===== src/rtl/bru_pkg.sv =====
// Shared types for the branch resolve unit: prediction queue entry, FSM state
// and instruction size.
package bru_pkg;

  localparam int unsigned INSTR_BYTES = 4;

  typedef struct packed {
    logic [31:0] pc;
    logic        predTaken;
    logic [31:0] predTarget;
  } pred_entry_t;

  typedef enum logic [0:0] {
    RUN   = 1'b0,
    FLUSH = 1'b1
  } state_t;

endpackage


===== src/rtl/pred_fifo.sv =====
// Circular FIFO of pred_entry_t with push, pop and clear. Clear drops every entry
// and takes priority over a push or pop in the same cycle.
module pred_fifo
  import bru_pkg::*;
#(
  parameter  int unsigned QDEPTH = 4,
  localparam int unsigned PTR_W  = $clog2(QDEPTH)
) (
  input  logic              clk,
  input  logic              rst,
  input  logic              push,
  input  pred_entry_t       wrData,
  input  logic              pop,
  input  logic              clear,
  output pred_entry_t       rdData,
  output logic [PTR_W:0]    count,
  output logic              full,
  output logic              empty
);

  pred_entry_t      mem [QDEPTH];
  logic [PTR_W-1:0] rdPtr;
  logic [PTR_W-1:0] wrPtr;
  logic             doPush;
  logic             doPop;

  always_comb begin
    full   = (count == (PTR_W + 1)'(QDEPTH));
    empty  = (count == '0);
    // A push at full is only taken when a pop frees the head slot in the same cycle.
    doPush = push & (~full | pop);
    doPop  = pop & ~empty;
    rdData = mem[rdPtr];
  end

  always_ff @(posedge clk) begin
    if (doPush && !clear) begin
      mem[wrPtr] <= wrData;
    end
  end

  always_ff @(posedge clk) begin
    if (!rst) begin
      rdPtr <= '0;
      wrPtr <= '0;
      count <= '0;
    end else if (clear) begin
      rdPtr <= wrPtr;
      count <= '0;
    end else begin
      if (doPush) wrPtr <= wrPtr + PTR_W'(1);
      if (doPop)  rdPtr <= rdPtr + PTR_W'(1);
      if (doPush && !doPop) begin
        count <= count + (PTR_W + 1)'(1);
      end else if (doPop && !doPush) begin
        count <= count - (PTR_W + 1)'(1);
      end
    end
  end

endmodule


===== src/rtl/branch_resolve_unit.sv =====
// EX-stage branch resolution: pops fetch predictions, trains the predictor and
// redirects fetch on mispredict. Optional perf counters: BRU_PERF_COUNTERS_EN.
module branch_resolve_unit
  import bru_pkg::*;
#(
  parameter  int unsigned QDEPTH = 4,
  localparam int unsigned PTR_W  = $clog2(QDEPTH)
) (
  input  logic        clk,
  input  logic        rst,
  input  logic        fqValid,
  output logic        fqReady,
  input  logic [31:0] fqPc,
  input  logic        fqPredTaken,
  input  logic [31:0] fqPredTarget,
  input  logic        exValid,
  input  logic        exIsBranch,
  input  logic        exIsJump,
  input  logic        exCondTrue,
  input  logic [31:0] exPc,
  input  logic [31:0] exCalcTarget,
  output logic        bpUpdate,
  output logic        bpTaken,
  output logic [31:0] bpPc,
  output logic [31:0] bpTarget,
  output logic        redirectValid,
  output logic [31:0] redirectPc,
  output logic        flush,
`ifdef BRU_PERF_COUNTERS_EN
  output logic [31:0] perfBranches,
  output logic [31:0] perfMispredicts,
`endif
  output logic        seqErr
);

  state_t         state;
  pred_entry_t    head;
  pred_entry_t    wrEntry;
  logic [PTR_W:0] count;
  logic           full;
  logic           empty;
  logic           push;
  logic           pop;
  logic           clear;
  logic           isCtl;
  logic           actTaken;
  logic [31:0]    seqNext;
  logic [31:0]    actNext;
  logic [31:0]    predNext;
  logic           mispredict;
  logic           seqBad;

  always_comb begin
    clear    = (state == FLUSH);
    fqReady  = ~full & (state == RUN);
    push     = fqValid & fqReady;
    pop      = exValid & (state == RUN);
    wrEntry  = '{pc: fqPc, predTaken: fqPredTaken, predTarget: fqPredTarget};
    isCtl    = exIsBranch | exIsJump;
    actTaken = exIsJump | (exIsBranch & exCondTrue);
    seqNext  = exPc + 32'(INSTR_BYTES);
    actNext  = actTaken ? exCalcTarget : seqNext;
    // An empty queue carries no prediction, so resolve as predicted fall-through.
    predNext = (!empty && head.predTaken) ? head.predTarget : seqNext;
    mispredict = (actNext != predNext);
    seqBad   = (count == '0) | (head.pc != exPc);
  end

  pred_fifo #(.QDEPTH(QDEPTH)) u_fifo (
    .clk    (clk),
    .rst    (rst),
    .push   (push),
    .wrData (wrEntry),
    .pop    (pop),
    .clear  (clear),
    .rdData (head),
    .count  (count),
    .full   (full),
    .empty  (empty)
  );

  always_ff @(posedge clk) begin
    if (!rst) begin
      state         <= RUN;
      bpUpdate      <= 1'b0;
      bpTaken       <= 1'b0;
      bpPc          <= '0;
      bpTarget      <= '0;
      redirectValid <= 1'b0;
      redirectPc    <= '0;
      flush         <= 1'b0;
      seqErr        <= 1'b0;
    end else begin
      bpUpdate <= pop & isCtl;
      if (pop && isCtl) begin
        bpTaken  <= actTaken;
        bpPc     <= exPc;
        bpTarget <= exCalcTarget;
      end
      if (pop && seqBad) seqErr <= 1'b1;

      case (state)
        RUN: begin
          if (pop && mispredict) begin
            redirectValid <= 1'b1;
            flush         <= 1'b1;
            redirectPc    <= actNext;
            state         <= FLUSH;
          end else begin
            redirectValid <= 1'b0;
            flush         <= 1'b0;
          end
        end
        default: begin
          redirectValid <= 1'b0;
          flush         <= 1'b0;
          state         <= RUN;
        end
      endcase
    end
  end

`ifdef BRU_PERF_COUNTERS_EN
  always_ff @(posedge clk) begin
    if (!rst) begin
      perfBranches    <= '0;
      perfMispredicts <= '0;
    end else begin
      if (pop && isCtl && perfBranches != '1) begin
        perfBranches <= perfBranches + 32'd1;
      end
      if (pop && mispredict && perfMispredicts != '1) begin
        perfMispredicts <= perfMispredicts + 32'd1;
      end
    end
  end
`endif

endmodule


===== config.mk =====
export PLATFORM = sky130hd
export DESIGN_NAME = branch_resolve_unit
export DESIGN_NICKNAME = d
export VERILOG_FILES = /design/src/rtl/bru_pkg.sv /design/src/rtl/pred_fifo.sv /design/src/rtl/branch_resolve_unit.sv
export SDC_FILE = /design/constraint.sdc
export NUM_CORES = 1
export LEC_CHECK = 0
export CAP_MARGIN = 30
export CORE_MARGIN = 8
export CORE_UTILIZATION = 42
export DETAILED_ROUTE_END_ITERATION = 6
export GPL_TIMING_DRIVEN = 0
export PLACE_DENSITY_LB_ADDON = 0.15
export SLEW_MARGIN = 25
export SYNTH_ARGS = -nofsm -noshare
export SYNTH_HDL_FRONTEND = slang
export SYNTH_HIERARCHICAL = 1
export SYNTH_SLANG_ARGS = --single-unit
export TNS_END_PERCENT = 30

===== constraint.sdc =====
create_clock -name clk -period 10.6 [get_ports clk]
set_input_delay 3.18 -clock clk [delete_from_list [all_inputs] [get_ports clk]]
set_output_delay 3.18 -clock clk [all_outputs]
set_load 0.1 [all_outputs]

==> impl_metrics.json <==
{
  "outcome": "completed",
  "syn-num-nets": 1578,
  "synth_cells": 1435,
  "cp_slowest_stage_delay_ps": 660,
  "drive_above_1_share": 0.114,
  "period_share": 0.664,
  "cts_buffers": 40,
  "worst_hold_startpoint": "bpTarget[21]",
  "ioPinCount": 238,
  "cp_max_fo": 10,
  "netlist_area_mm2": 0.0175,
  "async_flop_share": 0,
  "grt_pass1_vias": 12700,
  "place_congestion": 0.907,
  "crit_path_top_delay_cell": "clkdlybuf4s50_1",
  "period_minus_slack_ps": 7040,
  "fp.dieH_um": 220,
  "power_density_mw_per_mm2": 203,
  "slew_headroom": 0.308,
  "first_pass_iters": 5,
  "track_usage": 0.233,
  "synthFlopType": "edfxtp_1",
  "worstPathRequired_ps": 11030,
  "maxCapViolations": 0,
  "row_count": 75,
  "cts_hold_buf": 0,
  "hold_viol": 0,
  "clock_latency_ps": 570,
  "initial_utilization": 0.422,
  "finalInstanceArea_mm2": 0.0217,
  "synth_top_area_cell": "edfxtp_1",
  "grt_max_degree": 42,
  "tritoncts": "built",
  "routed_via_density": 5.73,
  "yosys-top-cells-area": "edfxtp_1 (45%), dfxtp_1 (12%), mux4_2 (8.3%), nand2_1 (4.3%), xor2_1 (3.6%)",
  "ant_nets": 0,
  "grt-ovfl-total": 0,
  "hp-class": "flop to flop",
  "cts_resized": 0,
  "critPathLaunchType": "input pin",
  "ctsRootBufferMaster": "clkbuf_16",
  "rrSetupSlack_ps": 5600,
  "yosysSeqAreaShare": 0.570,
  "power_leakage_nw": 7.13,
  "nets": 1838,
  "syn_avg_cell_area_um2": 12.2,
  "cts_setup_buffers": 0,
  "ir_drop_mv": 0.115,
  "clock_path_buffers": 3,
  "cts_sinks": 369,
  "path_common_cell": "clkbuf_2",
  "n_fill_cell": 3674,
  "grt_pass1_wl_mm": 83.7,
  "ys_ff_latch": 369,
  "die_area_mm2": 0.0485,
  "synth_edf_count": 260,
  "vias": 13000,
  "rsz0062_at_grt": "no",
  "worstMarginPinSlew_ps": 1030,
  "path_class": "input pin to flop",
  "placed_area_mm2": 0.0205,
  "clk_pin_slew_ps": 60,
  "drc_errors": 0,
  "end_kind": "flop",
  "ys_types": 86,
  "antenna_found_initial": 3,
  "core-area_mm2": 0.0416,
  "setup_viol": 0,
  "cp.arrival_ps": 7470,
  "tns_ps": 0,
  "wl_mm": 57.5,
  "netlist.area_leader.share": 0.445,
  "wl_per_cell_um": 25.4,
  "crit_start": "exPc[3]",
  "die_x_um": 220,
  "crit_chain": "clkdlybuf4s50_1 > ha_1 > clkbuf_2 > nand3_1 > or4_1 > clkbuf_2 > nor4_1 > xnor3_1 > o2111ai_1 > o21ai_1 > nand4_1 > buf_2 > clkbuf_1 > o21ai_0 > o311ai_1",
  "numPortBuffers": 213,
  "drt_iter0_markers": 1065,
  "fin_skew_ps": 18.6,
  "htreeDepth": 2,
  "ys_warn_count": 6,
  "fmax_mhz": 142,
  "synthToLayoutAreaGrowth_pct": 24.0,
  "drv_slew": 0,
  "hpwl_mm": 43.9
}
state kept, by name, indices dropped and copies added (netlist names), named ones only:
name and flops:
clear 1, seqErr 1, u_fifo/count 3, u_fifo/mem 260, bpUpdate 1, bpTarget 32
u_fifo/wrPtr 2, bpPc 32, u_fifo/rdPtr 2, redirectPc 32, bpTaken 1
placed cells by master (no fill, tap or decap), drive strengths merged, types with 49 or more instances in the layout:
master         netlist  routed
edfxtp             260     260
clkdlybuf4s50        0     213
nand2              200     200
clkbuf              59     115
a21oi              110     110
dfxtp              109     109
nor2                86      86
xor2                73      73
mux4                65      65
buf                 52      57
o21ai               56      56
xnor2               49      49
logic make-up (layout without fill, tap and decap cells):
| group | after synthesis | in the layout | share of synthesized area |
|---|---|---|---|
| AO/OA/AOI/OAI | 295 | 295 | 0.110 |
| XOR/XNOR | 128 | 128 | 0.0686 |
| adder cells (fa/ha/maj) | 7 | 7 | 0.00542 |
| buffers and inverters | 124 | 415 | 0.0372 |
| flip-flops | 369 | 369 | 0.570 |
| multiplexers | 72 | 72 | 0.0875 |
| other | 0 | 1 | 0 |
| AND/OR/NAND/NOR | 440 | 440 | 0.122 |
worst max-delay path: cells and delay by family:
family          cells  cell delay [ps]
simple gates        4             1410
compound gates      4              860
fa+ha+maj           1              210
xor+xnor            1              240
buf+inv             5             1550
routing by layer:
layer | global-route usage | up-vias | share of wire
met3 | 0.0395 | 73 | 0.073
met2 | 0.390 | 490 | 0.48
met1 | 0.312 | 6498 | 0.43
met4 | 0.0620 | 4 | 0.020
met5 | 0 | - | 0.00040
li1 | - | 5908 | -
through the flow:
| stage | power, W | utilization | worst slack (ps) | cells | hold slack, ps |
|---|---|---|---|---|---|
| after detailed placement | 0.00309 | 0.492 | 3070 | 2192 | 448 |
| after CTS | 0.00446 | 0.523 | 3640 | 2265 | 455 |
| after floorplan | 0.00267 | - | 4400 | 1435 | 476 |
| final | 0.00442 | 0.523 | 3560 | 2266 | 452 |
| after global routing | 0.00459 | 0.523 | 3230 | 2265 | 467 |
| after global placement | 0.00308 | 0.489 | 2090 | 2187 | 443 |
layout make-up:
type                    instances  area, um^2  area share
clock inverters                17         189     0.00869
plain buffers                 111         603      0.0277
multi-input cells             942        6910       0.318
repair buffers                218        2230       0.103
diodes                          1        2.50    0.000115
well taps                     539         674      0.0310
inverters                      13        48.8     0.00224
flip-flops and latches        369        9990       0.460
clock buffers                  56        1090      0.0502
path summary, 6_finish.rpt:
| check | to | depth (start not counted) |
|---|---|---|
| worst max-delay path | redirectPc[16] | 15 |
| worst min-delay path | bpTarget[21] | 2 |
| worst max register to register | redirectPc[12] | 16 |
| worst min register to register | bpTarget[21] | 2 |
cell usage after synthesis, drive strengths merged, types with 4 or more instances:
cell type    n
edfxtp     260
nand2      200
a21oi      110
dfxtp      109
nor2        86
xor2        73
mux4        65
clkbuf      59
o21ai       56
buf         52
xnor2       49
a211oi      32
nor4        28
o311ai      28
nor3        26
nand3       20
nand4       19
inv         12
and2        11
a311oi      10
a31oi        9
and3         9
mux2i        7
and4         6
ha           6
nor2b        6
or3          6
xnor3        6
o22ai        5
or4          5
a2111oi      4
a211o        4
a22o         4
nand2b       4
nor3b        4
o2bb2ai      4
o31ai        4
power breakdown:
group	total, W	internal (W)	switching (W)	leakage [nW]
clock network	0.00136	0.000797	0.000565	0.619
logic	0.00133	0.000471	0.000861	3.25
registers	0.00173	0.00168	0.0000501	3.26
total	0.00442	0.00295	0.00148	7.13
(Power assumes the default switching activity.)
